==> config.mk <==
export PLATFORM = sky130hd
export DESIGN_NAME = halt_unit_flat
export DESIGN_NICKNAME = d
export VERILOG_FILES = /design/src/rtl/halt_unit_pkg.sv /design/src/rtl/halt_unit_if.sv /design/src/rtl/halt_unit_drain_timer.sv /design/src/rtl/halt_unit.sv /design/src/flat_wrapper.sv
export SDC_FILE = /design/constraint.sdc
export NUM_CORES = 1
export LEC_CHECK = 0
export BUFFER_PORTS_ARGS = -buffer_cell sky130_fd_sc_hd__buf_2
export CORE_ASPECT_RATIO = 0.9
export CORE_MARGIN = 1
export CORE_UTILIZATION = 47
export DETAILED_ROUTE_END_ITERATION = 8
export HOLD_SLACK_MARGIN = 0.06
export PLACE_DENSITY = 0.79
export REMOVE_ABC_BUFFERS = 1
export SYNTH_ARGS = -nofsm -noshare
export SYNTH_HDL_FRONTEND = slang
export SYNTH_HIERARCHICAL = 1
export SYNTH_SLANG_ARGS = --single-unit
==> constraint.sdc <==
create_clock -name clk -period 2.95 [get_ports clk]
set_input_delay 0.295 -clock clk [delete_from_list [all_inputs] [get_ports clk]]
set_output_delay 0.295 -clock clk [all_outputs]
set_load 0.01 [all_outputs]
==> src/rtl/halt_unit_pkg.sv <==
// halt_unit shared types and widths.
// Optional stats ports: HALT_UNIT_STATS_EN.
package jpeb_pkg;

  localparam int REG_IDX_W = 3;
  localparam int XLEN      = 16;
  localparam int TMR_W     = 16;

  typedef enum logic [1:0] {
    RUN    = 2'd0,
    DRAIN  = 2'd1,
    HALTED = 2'd2
  } halt_state_t;

endpackage

==> src/rtl/halt_unit_if.sv <==
// Writeback/memory-side bundle for halt_unit.
// Stats signals exist only with HALT_UNIT_STATS_EN.
interface halt_unit_if;
  import jpeb_pkg::*;

  logic                 wb_valid;
  logic                 wb_is_halt;
  logic                 wb_we;
  logic [REG_IDX_W-1:0] wb_rd;
  logic [XLEN-1:0]      wb_data;
  logic                 mem_busy;
  logic                 halt_pending;
  logic                 isHalt;
  logic [XLEN-1:0]      ret_val;
  logic                 drain_timeout;
`ifdef HALT_UNIT_STATS_EN
  logic [31:0]          retired_count;
  logic [31:0]          cycle_count;

  modport master (
    output wb_valid, wb_is_halt, wb_we,
    output wb_rd, wb_data, mem_busy,
    input  halt_pending, isHalt,
    input  ret_val, drain_timeout,
    input  retired_count, cycle_count
  );

  modport slave (
    input  wb_valid, wb_is_halt, wb_we,
    input  wb_rd, wb_data, mem_busy,
    output halt_pending, isHalt,
    output ret_val, drain_timeout,
    output retired_count, cycle_count
  );
`else
  modport master (
    output wb_valid, wb_is_halt, wb_we,
    output wb_rd, wb_data, mem_busy,
    input  halt_pending, isHalt,
    input  ret_val, drain_timeout
  );

  modport slave (
    input  wb_valid, wb_is_halt, wb_we,
    input  wb_rd, wb_data, mem_busy,
    output halt_pending, isHalt,
    output ret_val, drain_timeout
  );
`endif

endinterface

==> src/rtl/halt_unit_drain_timer.sv <==
// Loadable down-counter bounding the DRAIN wait.
// Optional stats ports (HALT_UNIT_STATS_EN) live in the top.
module drain_timer
  import jpeb_pkg::*;
(
  input  logic             clk,
  input  logic             rst,
  input  logic             i_load,
  input  logic [TMR_W-1:0] i_load_val,
  input  logic             i_en,
  output logic             o_expired
);

  logic [TMR_W-1:0] r_cnt;

  // Load on entry, then count down and park at zero.
  always_ff @(posedge clk or posedge rst) begin
    if (rst)
      r_cnt <= '0;
    else if (i_load)
      r_cnt <= i_load_val;
    else if (i_en && r_cnt != '0)
      r_cnt <= r_cnt - 1'b1;
  end

  assign o_expired = (r_cnt == '0);

endmodule

==> src/rtl/halt_unit.sv <==
// Retire-side halt controller: shadow ret reg, drain, halt.
// Optional retire/cycle counters: HALT_UNIT_STATS_EN.
module halt_unit
  import jpeb_pkg::*;
#(
  parameter int RET_REG       = 1,
  parameter int DRAIN_TIMEOUT = 1024
) (
  input logic        clk,
  input logic        rst,
  halt_unit_if.slave bus
);

  localparam logic [REG_IDX_W-1:0] RET_IDX = REG_IDX_W'(RET_REG);
  localparam logic [TMR_W-1:0]     TMO     = TMR_W'(DRAIN_TIMEOUT);
  localparam bit                   RET_R0  = (RET_REG == 0);

  halt_state_t     r_state;
  halt_state_t     w_next;
  logic            r_pending;
  logic            r_halt;
  logic            r_to;
  logic [XLEN-1:0] r_ret;
  logic            w_halt_in;
  logic            w_hit;
  logic            w_load;
  logic            w_set_to;
  logic            w_expired;

  assign w_halt_in = bus.wb_valid && bus.wb_is_halt;
  assign w_hit     = bus.wb_valid && bus.wb_we &&
                     (bus.wb_rd == RET_IDX) && !RET_R0;

  drain_timer u_tmr (
    .clk        (clk),
    .rst        (rst),
    .i_load     (w_load),
    .i_load_val (TMO),
    .i_en       (r_state == DRAIN),
    .o_expired  (w_expired)
  );

  // Next-state: clean drain has priority over timeout.
  always_comb begin
    w_next   = r_state;
    w_load   = 1'b0;
    w_set_to = 1'b0;
    unique case (r_state)
      RUN: begin
        if (w_halt_in) begin
          w_next = DRAIN;
          w_load = 1'b1;
        end
      end
      DRAIN: begin
        if (!bus.mem_busy) begin
          w_next = HALTED;
        end else if (w_expired) begin
          w_next   = HALTED;
          w_set_to = 1'b1;
        end
      end
      HALTED:  w_next = HALTED;
      default: w_next = RUN;
    endcase
  end

  // State register.
  always_ff @(posedge clk or posedge rst) begin
    if (rst)
      r_state <= RUN;
    else
      r_state <= w_next;
  end

  // Registered status flags; sticky until reset.
  always_ff @(posedge clk or posedge rst) begin
    if (rst) begin
      r_pending <= 1'b0;
      r_halt    <= 1'b0;
      r_to      <= 1'b0;
    end else begin
      if (w_next != RUN)    r_pending <= 1'b1;
      if (w_next == HALTED) r_halt    <= 1'b1;
      if (w_set_to)         r_to      <= 1'b1;
    end
  end

  // Shadow return register, live only in RUN.
  always_ff @(posedge clk or posedge rst) begin
    if (rst)
      r_ret <= '0;
    else if (r_state == RUN && w_hit)
      r_ret <= bus.wb_data;
  end

  assign bus.halt_pending  = r_pending;
  assign bus.isHalt        = r_halt;
  assign bus.ret_val       = r_ret;
  assign bus.drain_timeout = r_to;

`ifdef HALT_UNIT_STATS_EN
  logic [31:0] r_retired;
  logic [31:0] r_cycles;

  // Retire/cycle counters, frozen once halted.
  always_ff @(posedge clk or posedge rst) begin
    if (rst) begin
      r_retired <= '0;
      r_cycles  <= '0;
    end else if (r_state != HALTED) begin
      r_cycles <= r_cycles + 32'd1;
      if (r_state == RUN && bus.wb_valid)
        r_retired <= r_retired + 32'd1;
    end
  end

  assign bus.retired_count = r_retired;
  assign bus.cycle_count   = r_cycles;
`endif

endmodule

==> src/flat_wrapper.sv <==
// flat-port wrapper written by rule: the top's interface ports become plain ports
module halt_unit_flat import jpeb_pkg::*;
#(
  parameter int RET_REG       = 1,
  parameter int DRAIN_TIMEOUT = 1024
)
  (clk, rst, bus_wb_valid, bus_wb_is_halt, bus_wb_we, bus_wb_rd, bus_wb_data, bus_mem_busy, bus_halt_pending, bus_isHalt, bus_ret_val, bus_drain_timeout);
  halt_unit_if bus_i ();
  input logic clk;
  input logic rst;
  input wire logic [$bits(bus_i.wb_valid)-1:0] bus_wb_valid;
  input wire logic [$bits(bus_i.wb_is_halt)-1:0] bus_wb_is_halt;
  input wire logic [$bits(bus_i.wb_we)-1:0] bus_wb_we;
  input wire logic [$bits(bus_i.wb_rd)-1:0] bus_wb_rd;
  input wire logic [$bits(bus_i.wb_data)-1:0] bus_wb_data;
  input wire logic [$bits(bus_i.mem_busy)-1:0] bus_mem_busy;
  output wire logic [$bits(bus_i.halt_pending)-1:0] bus_halt_pending;
  output wire logic [$bits(bus_i.isHalt)-1:0] bus_isHalt;
  output wire logic [$bits(bus_i.ret_val)-1:0] bus_ret_val;
  output wire logic [$bits(bus_i.drain_timeout)-1:0] bus_drain_timeout;
  assign bus_i.wb_valid = bus_wb_valid;
  assign bus_i.wb_is_halt = bus_wb_is_halt;
  assign bus_i.wb_we = bus_wb_we;
  assign bus_i.wb_rd = bus_wb_rd;
  assign bus_i.wb_data = bus_wb_data;
  assign bus_i.mem_busy = bus_mem_busy;
  assign bus_halt_pending = bus_i.halt_pending;
  assign bus_isHalt = bus_i.isHalt;
  assign bus_ret_val = bus_i.ret_val;
  assign bus_drain_timeout = bus_i.drain_timeout;
  halt_unit #(.RET_REG(RET_REG), .DRAIN_TIMEOUT(DRAIN_TIMEOUT)) u_core (.clk(clk), .rst(rst), .bus(bus_i));
endmodule
### Word level (Yosys, flattened, before mapping)

Index checks and enable logic that the tools add are counted.

* bits in registers: 37
* logic and storage cells: 32

* add/sub/neg operators: 1
* equality and inequality tests: 4
* muxes and demuxes: 11
* reductions and logical operators: 10

Operators with widths (count)
* 16-bit 2-to-1 mux: 2
* 16-bit zero test: 1
* 16-bit nonzero test: 1
* 16-bit by 1-bit subtractor with 16-bit output, second input constant: 1
* 2-bit 2-to-1 mux: 3
* 2-bit one-hot mux with 3 select lines: 1
* 1-bit logical AND: 5
* 1-bit 2-to-1 mux: 5
* 2-bit == test, second input constant: 2
* 2-bit nonzero test: 2
* 3-bit by 1-bit == test with 1-bit output, second input constant: 1
* 2-bit by 1-bit == test with 1-bit output, second input constant: 1
* 2-bit zero test: 1

### Depth between registers and ports, before layout

Gate-level depths: netlist of run 1.

* depth in word-level cells: 5
* gate-level depth with buffers: 8

### Cells and area by module

Netlist of run 1, hierarchy kept.

By module, submodules not included
* drain_timer: instances 1, cells each 122, area an instance 1034.7 um^2
* halt_unit: instances 1, cells each 60, area an instance 918.4 um^2

### Worst setup path before layout of run 1

No wires, ideal clock.

* path kind: flip-flop to flip-flop
* start point: register u_core.r_state[0]
* end point: register u_core.u_tmr.r_cnt[13]
* setup time: 126 ps
* arrival time: 2040 ps
* data required time: 2824 ps
* slack: 784 ps
* stages on the path, launching flop included: 7
* buffers on the path: 1
* clock period less this slack: 2166 ps
* cells stage by stage: dfrtp_1 > buf_6 > nor2b_1 > or4b_1 > a311oi_1 > a21oi_1 > a311o_1

* cells in the longest elaborated chain, start to end: 3
* elaborated cells between the ends (all ways): 6
* those cells by class: eq/ne (1); mux (2); reduce/logical (3)

RTL lines
* start: declaration: line halt_unit.sv:18 `halt_state_t r_state;`
* start signal: assignment: line halt_unit.sv:73 `r_state <= w_next;`
* 2-bit zero test / 2-bit by 1-bit == test with 1-bit output (equally long branches): line halt_unit.sv:48, halt_unit.sv:39
* 1-bit 2-to-1 mux / 1-bit logical AND (equally long branches): line halt_unit.sv:48, halt_unit_drain_timer.sv:22
* 16-bit 2-to-1 mux / 2-bit nonzero test (equally long branches)
* end signal: assignment: line halt_unit_drain_timer.sv:21 `r_cnt <= i_load_val;`
* end signal: assignment: line halt_unit_drain_timer.sv:23 `r_cnt <= r_cnt - 1'b1;`
* end: declaration: line halt_unit_drain_timer.sv:14 `logic [TMR_W-1:0] r_cnt;`

Parallel ways exist; a longest one is shown, timed or not.
A chain may end at the register's enable or synchronous reset.

### Final worst setup path of run 1

Ends and elaborated chain as after synthesis.

==> results of run 1 <==
[worst max path at each step]
stage	startpoint	endpoint	slack (ps)	cells after the start
floorplan	u_core/r_state[0]$_DFF_PP0_	u_core/u_tmr/r_cnt[13]$_DFFE_PP0P_	370	5
finish	u_core/r_state[0]$_DFF_PP0_	u_core/u_tmr/r_cnt[13]$_DFFE_PP0P_	410	5
global placement	u_core/r_state[0]$_DFF_PP0_	u_core/u_tmr/r_cnt[13]$_DFFE_PP0P_	580	5
detailed placement	u_core/r_state[0]$_DFF_PP0_	u_core/u_tmr/r_cnt[13]$_DFFE_PP0P_	510	5
global route	u_core/r_state[0]$_DFF_PP0_	u_core/u_tmr/r_cnt[13]$_DFFE_PP0P_	330	5
CTS	u_core/r_state[0]$_DFF_PP0_	u_core/u_tmr/r_cnt[13]$_DFFE_PP0P_	460	5
[layout by cell type (no fill, tap or decap), types with 2 or more instances in the layout]
master / count
a21oi_1: 7
a2bb2oi_1: 2
a311o_1: 2
a31o_2: 2
a31oi_1: 5
and2_1: 2
buf_2: 43
buf_4: 3
clkbuf_8: 5
clkinv_2: 2
conb_1: 16
dfrtp_1: 37
inv_1: 7
mux2_2: 6
mux2_4: 10
nand2_1: 15
nand3_1: 3
nand4_1: 5
nand4b_1: 2
nor2_1: 16
nor2b_1: 2
nor3_1: 5
nor4_1: 2
o21ai_0: 6
o31ai_1: 2
or2_2: 2
or3_1: 2
or4_1: 5
or4_4: 2
xor2_1: 2
[final cells by class]
class,count,area share [%]
Clock buffer,5,2.93
Clock inverter,3,0.747
Inverter,8,1.28
Multi-Input combinational cell,145,43.0
Sequential cell,37,39.5
Tap cell,46,2.45
Timing Repair Buffer,46,10.1
[critical path, cell delays in order, from the launching register on]
cell and delay [ps]:
dfrtp_1 500, nor2b_1 450, or4b_1 560, a311oi_1 460, a21oi_1 130, a311o_1 330
[per-stage QoR]
step / instance area, sq um / worst slack [ps] / util [%] / hold slack (ps) / instances
CTS: 2340 / 464 / 61.1 / 126 / 290
global route: 2340 / 326 / 61.1 / 146 / 290
detailed placement: 2260 / 512 / 58.9 / 435 / 282
floorplan: 1960 / 372 / - / 209 / 190
global placement: 2260 / 583 / 58.9 / 422 / 282
finish: 2340 / 409 / 61.1 / 93.8 / 290
[power groups by stage]
stage / clock [mW] / sequential, mW / combinational (mW)
6_report: 0.346 / 0.948 / 0.735
5_1_grt: 0.378 / 0.987 / 0.809
3_5_place_dp: 0 / 0.950 / 0.737
2_1_floorplan: 0 / 0.955 / 0.471
3_3_place_gp: 0 / 0.938 / 0.713
4_1_cts: 0.358 / 0.945 / 0.738
[sequential cells by signal (all words and copies together) (netlist names)]
| register | flops |
|---|---|
| u_core/bus.drain_timeout | 1 |
| u_core/bus.ret_val | 16 |
| u_core/r_state | 2 |
| u_core/u_tmr/r_cnt | 16 |
| u_core/bus.isHalt | 1 |
| u_core/bus.halt_pending | 1 |
[kinds of logic (layout without fill, tap and decap cells)]
group,Yosys count,count (layout),share of synthesized area (%)
AOI/OAI and AO/OA,36,36,13.2
other,2,16,0.385
DFF,37,37,47.4
xor gates and xnor gates,3,3,1.35
adders and majority gates,1,1,0.641
and+or+nand+nor,72,72,21.4
muxes,17,17,11.7
buffers and inverters,14,62,3.97
[routing by layer]
metal  track usage [%]  wire (um)  part of all wire, %  vias up
li1                  -          -                    -      780
met1              26.1       1900                   45      776
met2              33.8       2090                   50       37
met3              3.84        175                  4.2        4
met4              6.00         35                 0.83        0
met5                 0          0                    0        -
==> results.sh, run 1 <==
export IMPL_status="completed"
export IMPL_synthArstFlopShare_pct=100
export IMPL_drtAntennaViolNets=0
export IMPL_synth_edf_count=0
export IMPL_cts_clk_slew_worst_paths_ps=80
export IMPL_finalSetupTns_ps=0
export IMPL_highest_clock_rate_mhz=394
export IMPL_post_cts_setup_buffer_count=0
export IMPL_final_setup_viols=0
export IMPL_ff_latch_area_sq_um=926
export IMPL_worst_slew_pin_tran_ps=789
export IMPL_synth_avg_cell_area_sq_um=10.7
export IMPL_yosys_area_top_type_share_pct=47.4
export IMPL_r2r_end="u_core/u_tmr/r_cnt[13]$_DFFE_PP0P_"
export IMPL_worst_setup_path_type="reg2reg"
export IMPL_worst_endpoint_required_ps=3120
export IMPL_power_switching_share_pct=37.6
export IMPL_final_max_slew_viol_count=0
export IMPL_arrival_ps=2710
export IMPL_route_vias_total=1597
export IMPL_first_global_vias=1498
export IMPL_clock_insertion_delay_worst_skew_ps=290
export IMPL_horizontal_die_dimension_um=70.0
export IMPL_detailedRoute_firstIterationViolations=92
export IMPL_fin_crit_sh_pct=86.1
export IMPL_cts_path_max_buffers=2
export IMPL_ff2ff_path_depth=5
export IMPL_p_comb_share_pct=36.2
export IMPL_synth_top_area_cell="dfrtp_1"
export IMPL_synth_lib_cells_used_distinct=52
export IMPL_antenna_violations_before_repair=0
export IMPL_cts_hold_buffers=0
export IMPL_detail_route_wirelength_um=4200
export IMPL_dp_wirelength_um=3090
export IMPL_cts_repair_resized=0
export IMPL_seq_power_share_pct=46.7
export IMPL_max_slew_margin_rel_pct=47.3
export IMPL_floorplan_die_area_sq_mm=0.00442
export IMPL_final_layout_size_suffix_gt1_share_pct=34.4
export IMPL_finalHoldViolations=0
export IMPL_clkPwrFrac_pct=17.1
export IMPL_pin_count=44
export IMPL_cts_root_buffer_cell="clkbuf_8"
export IMPL_first_pass_iters=4
export IMPL_pin_count_of_the_biggest_net_entering_global_routing=22
export IMPL_area_delta_synth_final_pct=20.1
export IMPL_all_layer_gr_usage_pct=20.0
export IMPL_multi_input_comb_area_sq_mm=0.00101
export IMPL_switchingPower_mw=0.764
export IMPL_finalWeightedCongestion=0.861
export IMPL_finClkSkew_ps=6.46
export IMPL_synth_seq_cells=37
export IMPL_cell_internal_pwr_mw=1.27
export IMPL_grt_pass1_wl_um=6940
export IMPL_seq_area_frac_synth_pct=47.4
export IMPL_vdd_ir_drop_max_v=0.000481
export IMPL_floorplan_initialDensity_pct=50.9
export IMPL_power_mw=2.03
export IMPL_finish_net_count=269
export IMPL_grt_setup_unrepaired="false"
export IMPL_final_period_minus_worst_setup_slack_ps=2540
export IMPL_post_synth_most_frequent_cells="dfrtp_1 (37), nor2_1 (16), nand2_1 (15)"
export IMPL_std_cell_rows=21
export IMPL_syn_inst=182
export IMPL_startpoint_type="flop"
export IMPL_synth_warning_count=6
export IMPL_timing_hold_worst_class="in2async"
export IMPL_cts_num_sinks=37
export IMPL_cp_end_kind="flop"
export IMPL_syn_cell_area_sq_mm=0.00195
export IMPL_port_buffers=43
export IMPL_gr_total_overflow=0
export IMPL_yosys_top_cells_area="dfrtp_1 (47%), mux2_4 (7.7%), mux2_2 (3.5%)"
export IMPL_die_h_um=63.2
export IMPL_path_max_fanout=10
export IMPL_power_density_mw_per_mm2=865
export IMPL_tritoncts="built"
export IMPL_leakagePower_nw=1.09
export IMPL_detail_routed_net_length_per_standard_cell_um=14.5
export IMPL_vias_per_instance=5.51
export IMPL_drc_errors=0
export IMPL_number_of_buffers_created_by_cts=5
export IMPL_placeableCoreArea_sq_mm=0.00384
export IMPL_htree_levels=2
export IMPL_timing_rr_start="u_core/r_state[0]$_DFF_PP0_"
export IMPL_filler_cell_count=327
export IMPL_yosys_cell_count_top_type="dfrtp_1"
export IMPL_timing_max_cap_violations=0
export IMPL_r2r_setup_slack_ps=410
export IMPL_n_antenna_cell=0
export IMPL_synth_flop_cell="dfrtp_1"
(Power assumes the default switching activity.)
==> inputs of run 2 (changes only) <==
- ABC_AREA: not set -> 1
- PLACE_DENSITY: 0.79 -> 0.78
==> results.sh, run 2 <==
export IMPL_status="completed"
export IMPL_floorplan_initialDensity_pct=49.7
export IMPL_horizontal_die_dimension_um=71.7
export IMPL_arrival_ps=2130
export IMPL_syn_inst=276
export IMPL_vdd_ir_drop_max_v=0.000497
export IMPL_post_cts_setup_buffer_count=0
export IMPL_final_common_cell="nand2_1"
export IMPL_floorplan_die_area_sq_mm=0.00464
export IMPL_vias_per_instance=4.82
export IMPL_hold_slack_ps=92.3
export IMPL_layout_core_utilization_pct=59.8
export IMPL_route_vias_total=1852
export IMPL_final_layout_size_suffix_gt1_share_pct=21.1
export IMPL_cp_end_kind="flop"
export IMPL_area_delta_synth_final_pct=20.4
export IMPL_cts_root_buffer_cell="clkbuf_8"
export IMPL_worst_slew_pin_tran_ps=783
export IMPL_cell_internal_pwr_mw=1.42
export IMPL_gr_total_overflow=0
export IMPL_fin_crit_sh_pct=66.5
export IMPL_drtAntennaViolNets=0
export IMPL_finish_net_count=361
export IMPL_instances_no_fill=384
export IMPL_all_layer_gr_usage_pct=20.2
export IMPL_tritoncts="built"
export IMPL_synth_seq_cells=37
export IMPL_synth_lib_cells_used_distinct=27
export IMPL_htree_levels=2
export IMPL_std_cell_rows=22
export IMPL_cts_clk_slew_worst_paths_ps=80
export IMPL_finalHoldViolations=0
export IMPL_yosys_cell_count_top_type="nand2_1"
export IMPL_layout_cell_area_non_filler_sq_mm=0.00247
export IMPL_dp_wirelength_um=3400
export IMPL_synth_edf_count=0
export IMPL_numPlacedInstances=376
export IMPL_timing_critical_path_max_delay_family="simple AND/OR/NAND/NOR gates"
export IMPL_critPathSlowestCell="dfrtp_1"
export IMPL_synthArstFlopShare_pct=100
export IMPL_synth_avg_cell_area_sq_um=7.44
export IMPL_startpoint_type="flop"
export IMPL_cts_hold_buffers=0
export IMPL_post_synth_most_frequent_cells="nand2_1 (99), nand3_1 (39), dfrtp_1 (37)"
export IMPL_timing_max_cap_violations=0
export IMPL_drc_errors=0
export IMPL_synth_warning_count=6
export IMPL_clock_insertion_delay_worst_skew_ps=290
export IMPL_delay_of_the_slowest_cell_on_the_worst_path_ps=400
export IMPL_synth_top_area_cell="dfrtp_1"
export IMPL_critPathBufInv=2
export IMPL_power_density_mw_per_mm2=951
export IMPL_grt_pass1_wl_um=7270
export IMPL_n_antenna_cell=0
export IMPL_yosys_top_cells_area="dfrtp_1 (45%), nand2_1 (18%), nand3_1 (9.5%)"
export IMPL_p_comb_share_pct=39.9
export IMPL_seq_area_frac_synth_pct=45.1
export IMPL_switchingPower_mw=0.934
export IMPL_timing_hold_worst_class="in2async"
export IMPL_cell_chain_of_the_critical_path="inv_1 -> ha_1 -> nand2_2 -> nor2_1 -> nand3b_1 -> nor3_1 -> inv_1 -> nand2_1 -> nor2_1 -> nor2_1 -> nand3_1"
export IMPL_worst_endpoint_required_ps=3120
export IMPL_placeableCoreArea_sq_mm=0.00413
export IMPL_pin_count=44
export IMPL_detail_route_wirelength_um=4400
export IMPL_die_h_um=64.7
export IMPL_critical_path_top_cell_by_count="nor2_1"
export IMPL_highest_clock_rate_mhz=510
export IMPL_detailedRoute_firstIterationViolations=139
export IMPL_layout_cells_most_common_list="nand2_1 (99), buf_2 (43), nand3_1 (39), dfrtp_1 (37), nor2_1 (31)"
export IMPL_cts_path_max_buffers=2
export IMPL_finClkSkew_ps=8.80
export IMPL_finalWeightedCongestion=0.857
export IMPL_worst_setup_path_type="reg2reg"
export IMPL_finalSetupTns_ps=0
export IMPL_power_switching_share_pct=39.7
export IMPL_pin_count_of_the_biggest_net_entering_global_routing=22
export IMPL_yosys_area_top_type_share_pct=45.1
export IMPL_seq_power_share_pct=38.2
export IMPL_first_pass_iters=4
export IMPL_final_period_minus_worst_setup_slack_ps=1960
export IMPL_port_buffers=43
export IMPL_max_slew_margin_rel_pct=47.7
export IMPL_final_max_slew_viol_count=0
export IMPL_number_of_buffers_created_by_cts=5
export IMPL_final_setup_viols=0
export IMPL_cts_num_sinks=37
export IMPL_cts_repair_resized=0
export IMPL_synth_flop_cell="dfrtp_1"
export IMPL_antenna_violations_before_repair=0
export IMPL_path_max_fanout=5
export IMPL_clkPwrFrac_pct=21.9
export IMPL_detailed_place_area_sq_mm=0.00234
export IMPL_leakagePower_nw=1.38
export IMPL_grt_setup_unrepaired="false"
export IMPL_first_global_vias=1636
export IMPL_syn_cell_area_sq_mm=0.00205
export IMPL_detail_routed_net_length_per_standard_cell_um=11.4
-- run 2: worst paths after layout --
check / start / end / slack [ps] / cells after the start
worst min-delay path: rst / u_core/u_tmr/r_cnt[13]$_DFFE_PP0P_ / 90 / 2
worst max-delay path: u_core/u_tmr/r_cnt[0]$_DFFE_PP0P_ / u_core/bus.halt_pending$_DFFE_PP0P_ / 990 / 11
max in group asynchronous: rst / u_core/bus.ret_val[6]$_DFFE_PP0P_ / 2300 / 2
worst min register to register: u_core/bus.ret_val[9]$_DFFE_PP0P_ / u_core/bus.ret_val[9]$_DFFE_PP0P_ / 470 / 2
min in group clk: bus_wb_data[7] / u_core/bus.ret_val[7]$_DFFE_PP0P_ / 230 / 3
worst max register to register: u_core/u_tmr/r_cnt[0]$_DFFE_PP0P_ / u_core/bus.halt_pending$_DFFE_PP0P_ / 990 / 11
-- run 2: kinds of logic after synthesis --
kind of cell,after synthesis,share of synthesized area [%]
compound gates,8,2.32
simple gates,188,41.0
xor+xnor,8,3.41
fa+ha+maj,1,0.609
other cells,2,0.366
flops,37,45.1
buf+inv,32,7.25
-- run 2: cell type report --
cell class,count,area [sq um]
fill,394,1660
clock buffer,5,68.8
sequential,37,926
tap,48,60.1
timing repair buffer,44,223
multi-input combinational,221,1030
clock inverter,3,65.1
inverter,26,97.6
-- run 2: per-layer routing --
metal,share of wire (%),vias up,track usage [%]
met1,47,851,27.5
met5,0,-,0
met3,3.5,4,4.04
met2,48,41,33.4
li1,-,956,-
met4,0.77,0,4.66
-- run 2: power groups by stage --
stage / Combinational, mW / Sequential, mW / Clock [mW]
2_1_floorplan: 0.633 / 0.917 / 0
3_3_place_gp: 0.910 / 0.895 / 0
3_5_place_dp: 0.940 / 0.902 / 0
4_1_cts: 0.945 / 0.896 / 0.528
5_1_grt: 1.07 / 0.927 / 0.554
6_report: 0.937 / 0.898 / 0.515
-- run 2: through the flow --
step	total power [mW]	setup WS [ps]
2_1_floorplan	1.55	846
3_3_place_gp	1.81	1080
3_5_place_dp	1.84	1030
4_1_cts	2.37	986
5_1_grt	2.55	773
6_report	2.35	989
==> inputs of run 3 (changes only) <==
- clock period: 2.95 -> 1.99 ns (I/O delays scaled with it)
==> results.sh, run 3 (synthesized netlist as in run 2, its figures left out) <==
export IMPL_status="completed"
export IMPL_final_max_slew_viol_count=0
export IMPL_clock_insertion_delay_worst_skew_ps=290
export IMPL_detailedRoute_firstIterationViolations=103
export IMPL_worstHoldStart="bus_wb_data[7]"
export IMPL_all_layer_gr_usage_pct=19.5
export IMPL_layout_cells_most_common_list="nand2_1 (99), buf_2 (43), nand3_1 (39), dfrtp_1 (37), nor2_1 (31)"
export IMPL_grt_pass1_wl_um=7000
export IMPL_timing_hold_worst_class="in2reg"
export IMPL_drc_errors=0
export IMPL_final_period_minus_worst_setup_slack_ps=1760
export IMPL_number_of_buffers_created_by_cts=5
export IMPL_finish_net_count=363
export IMPL_detail_routed_net_length_per_standard_cell_um=10.8
export IMPL_placeableCoreArea_sq_mm=0.00413
export IMPL_route_vias_total=1848
export IMPL_cts_path_max_buffers=2
export IMPL_first_pass_iters=4
export IMPL_fin_crit_sh_pct=88.6
export IMPL_p_comb_share_pct=42.9
export IMPL_pin_count=44
export IMPL_arrival_ps=1930
export IMPL_worst_setup_path_type="reg2reg"
export IMPL_layout_core_utilization_pct=59.2
export IMPL_n_antenna_cell=0
export IMPL_cp_end_kind="flop"
export IMPL_power_switching_share_pct=42.7
export IMPL_finalWeightedCongestion=0.811
export IMPL_detail_route_wirelength_um=4190
export IMPL_htree_levels=2
export IMPL_floorplan_initialDensity_pct=49.7
export IMPL_floorplan_die_area_sq_mm=0.00464
export IMPL_hold_end="u_core/bus.ret_val[7]$_DFFE_PP0P_"
export IMPL_tritoncts="built"
export IMPL_cell_chain_of_the_critical_path="inv_1 -> ha_1 -> nand2_2 -> nor2_1 -> nand3b_1 -> nor3_2 -> inv_1 -> nand2_1 -> nor2_1 -> nor2_1 -> nand3_1"
export IMPL_instances_no_fill=386
export IMPL_r2r_setup_slack_ps=230
export IMPL_path_max_fanout=5
export IMPL_seq_power_share_pct=41.1
export IMPL_first_global_vias=1544
export IMPL_pin_count_of_the_biggest_net_entering_global_routing=22
export IMPL_power_density_mw_per_mm2=1320
export IMPL_area_delta_synth_final_pct=19.1
export IMPL_critical_path_top_cell_by_count="nor2_1"
export IMPL_timing_critical_path_max_delay_family="simple AND/OR/NAND/NOR gates"
export IMPL_delay_of_the_slowest_cell_on_the_worst_path_ps=400
export IMPL_std_cell_rows=22
export IMPL_ff2ff_path_depth=11
export IMPL_numPlacedInstances=377
export IMPL_final_layout_size_suffix_gt1_share_pct=21.6
export IMPL_r2r_end="u_core/bus.halt_pending$_DFFE_PP0P_"
export IMPL_grt_setup_unrepaired="false"
export IMPL_final_common_cell="nand2_1"
export IMPL_cell_internal_pwr_mw=1.85
export IMPL_drtAntennaViolNets=0
export IMPL_worst_endpoint_required_ps=2160
export IMPL_finalHoldViolations=0
export IMPL_vias_per_instance=4.79
export IMPL_min_delay_path_depth=3
export IMPL_worst_slew_pin_tran_ps=775
export IMPL_dp_wirelength_um=3170
export IMPL_clkPwrFrac_pct=16.0
export IMPL_finClkSkew_ps=3.35
export IMPL_vdd_ir_drop_max_v=0.000547
export IMPL_antenna_violations_before_repair=0
export IMPL_horizontal_die_dimension_um=71.7
export IMPL_final_setup_viols=0
export IMPL_gr_total_overflow=0
export IMPL_critPathBufInv=2
export IMPL_highest_clock_rate_mhz=567
export IMPL_cts_clk_slew_worst_paths_ps=80
export IMPL_max_slew_margin_rel_pct=48.3
export IMPL_layout_cell_area_non_filler_sq_mm=0.00245
export IMPL_die_h_um=64.7
export IMPL_timing_max_cap_violations=0
export IMPL_startpoint_type="flop"
export IMPL_cts_num_sinks=37
export IMPL_detailed_place_area_sq_mm=0.00234
export IMPL_leakagePower_nw=1.37
export IMPL_critPathSlowestCell="dfrtp_1"
export IMPL_switchingPower_mw=1.38
export IMPL_cts_root_buffer_cell="clkbuf_8"
export IMPL_port_buffers=43
export IMPL_timing_rr_start="u_core/u_tmr/r_cnt[0]$_DFFE_PP0P_"
[run 3: cell count changes in the layout (fill, tap and decap cells not counted)]
cell / before / now
bufinv_16: 2 / 0
buf_4: 1 / 2
clkinv_2: 1 / 2
clkinvlp_4: 0 / 1
dlygate4sd3_1: 0 / 1
nor3_1: 1 / 0
nor3_2: 0 / 1
[run 3: routing by layer]
metal / routed length (um) / vias up / GRT usage (%)
li1: - / 963 / -
met1: 2100 / 842 / 27.8
met2: 1870 / 33 / 28.5
met3: 123 / 10 / 3.27
met4: 92 / 0 / 9.80
met5: 0 / - / 0
[run 3: worst min-delay path, cell delays in order]
cell and delay [ps]:
buf_2 70, nand3_1 60, nand2_1 60
[run 3: worst max path at each step]
stage                                      startpoint                                  end  cells after the start
finish              u_core/u_tmr/r_cnt[0]$_DFFE_PP0P_  u_core/bus.halt_pending$_DFFE_PP0P_                     11
global route        u_core/u_tmr/r_cnt[0]$_DFFE_PP0P_  u_core/bus.halt_pending$_DFFE_PP0P_                     11
CTS                 u_core/u_tmr/r_cnt[0]$_DFFE_PP0P_  u_core/bus.halt_pending$_DFFE_PP0P_                     11
detailed placement  u_core/u_tmr/r_cnt[0]$_DFFE_PP0P_  u_core/bus.halt_pending$_DFFE_PP0P_                     11
global placement    u_core/u_tmr/r_cnt[0]$_DFFE_PP0P_  u_core/bus.halt_pending$_DFFE_PP0P_                     11
floorplan                 u_core/r_state[1]$_DFF_PP0_    u_core/u_tmr/r_cnt[9]$_DFFE_PP0P_                      7
[run 3: per-stage QoR]
step           power (mW)  hold slack (ps)  TNS [ps]  setup slack, ps
5_1_grt              3.53              127         0             50.2
6_report             3.23              132         0              227
3_5_place_dp         2.72              321         0              201
3_3_place_gp         2.68              330         0              273
2_1_floorplan        2.30              113     -1160             -114
4_1_cts              3.24              128         0              177
[run 3: layout make-up]
| class | count | area (sq um) |
|---|---|---|
| Tap cell | 48 | 60.1 |
| Timing Repair Buffer | 46 | 240 |
| Multi-Input combinational cell | 221 | 1040 |
| Clock inverter | 3 | 17.5 |
| Fill cell | 389 | 1680 |
| Sequential cell | 37 | 926 |
| Inverter | 26 | 97.6 |
| Clock buffer | 5 | 68.8 |
[run 3: repair_timing]
| action | 4_1_cts | 5_1_grt |
|---|---|---|
| hold buffers | 1 | 0 |
| resized for setup | 0 | 1 |
| setup endpoints to repair | 0 | 1 |
| hold endpoints to repair | 16 | 0 |
| setup buffers | 0 | 0 |
[run 3: power by group through the flow]
stage | Combinational (mW) | Clock [mW] | Sequential (mW)
6_report | 1.38 | 0.517 | 1.33
5_1_grt | 1.58 | 0.565 | 1.38
4_1_cts | 1.40 | 0.525 | 1.32
3_5_place_dp | 1.39 | 0 | 1.33
3_3_place_gp | 1.36 | 0 | 1.33
2_1_floorplan | 0.939 | 0 | 1.36
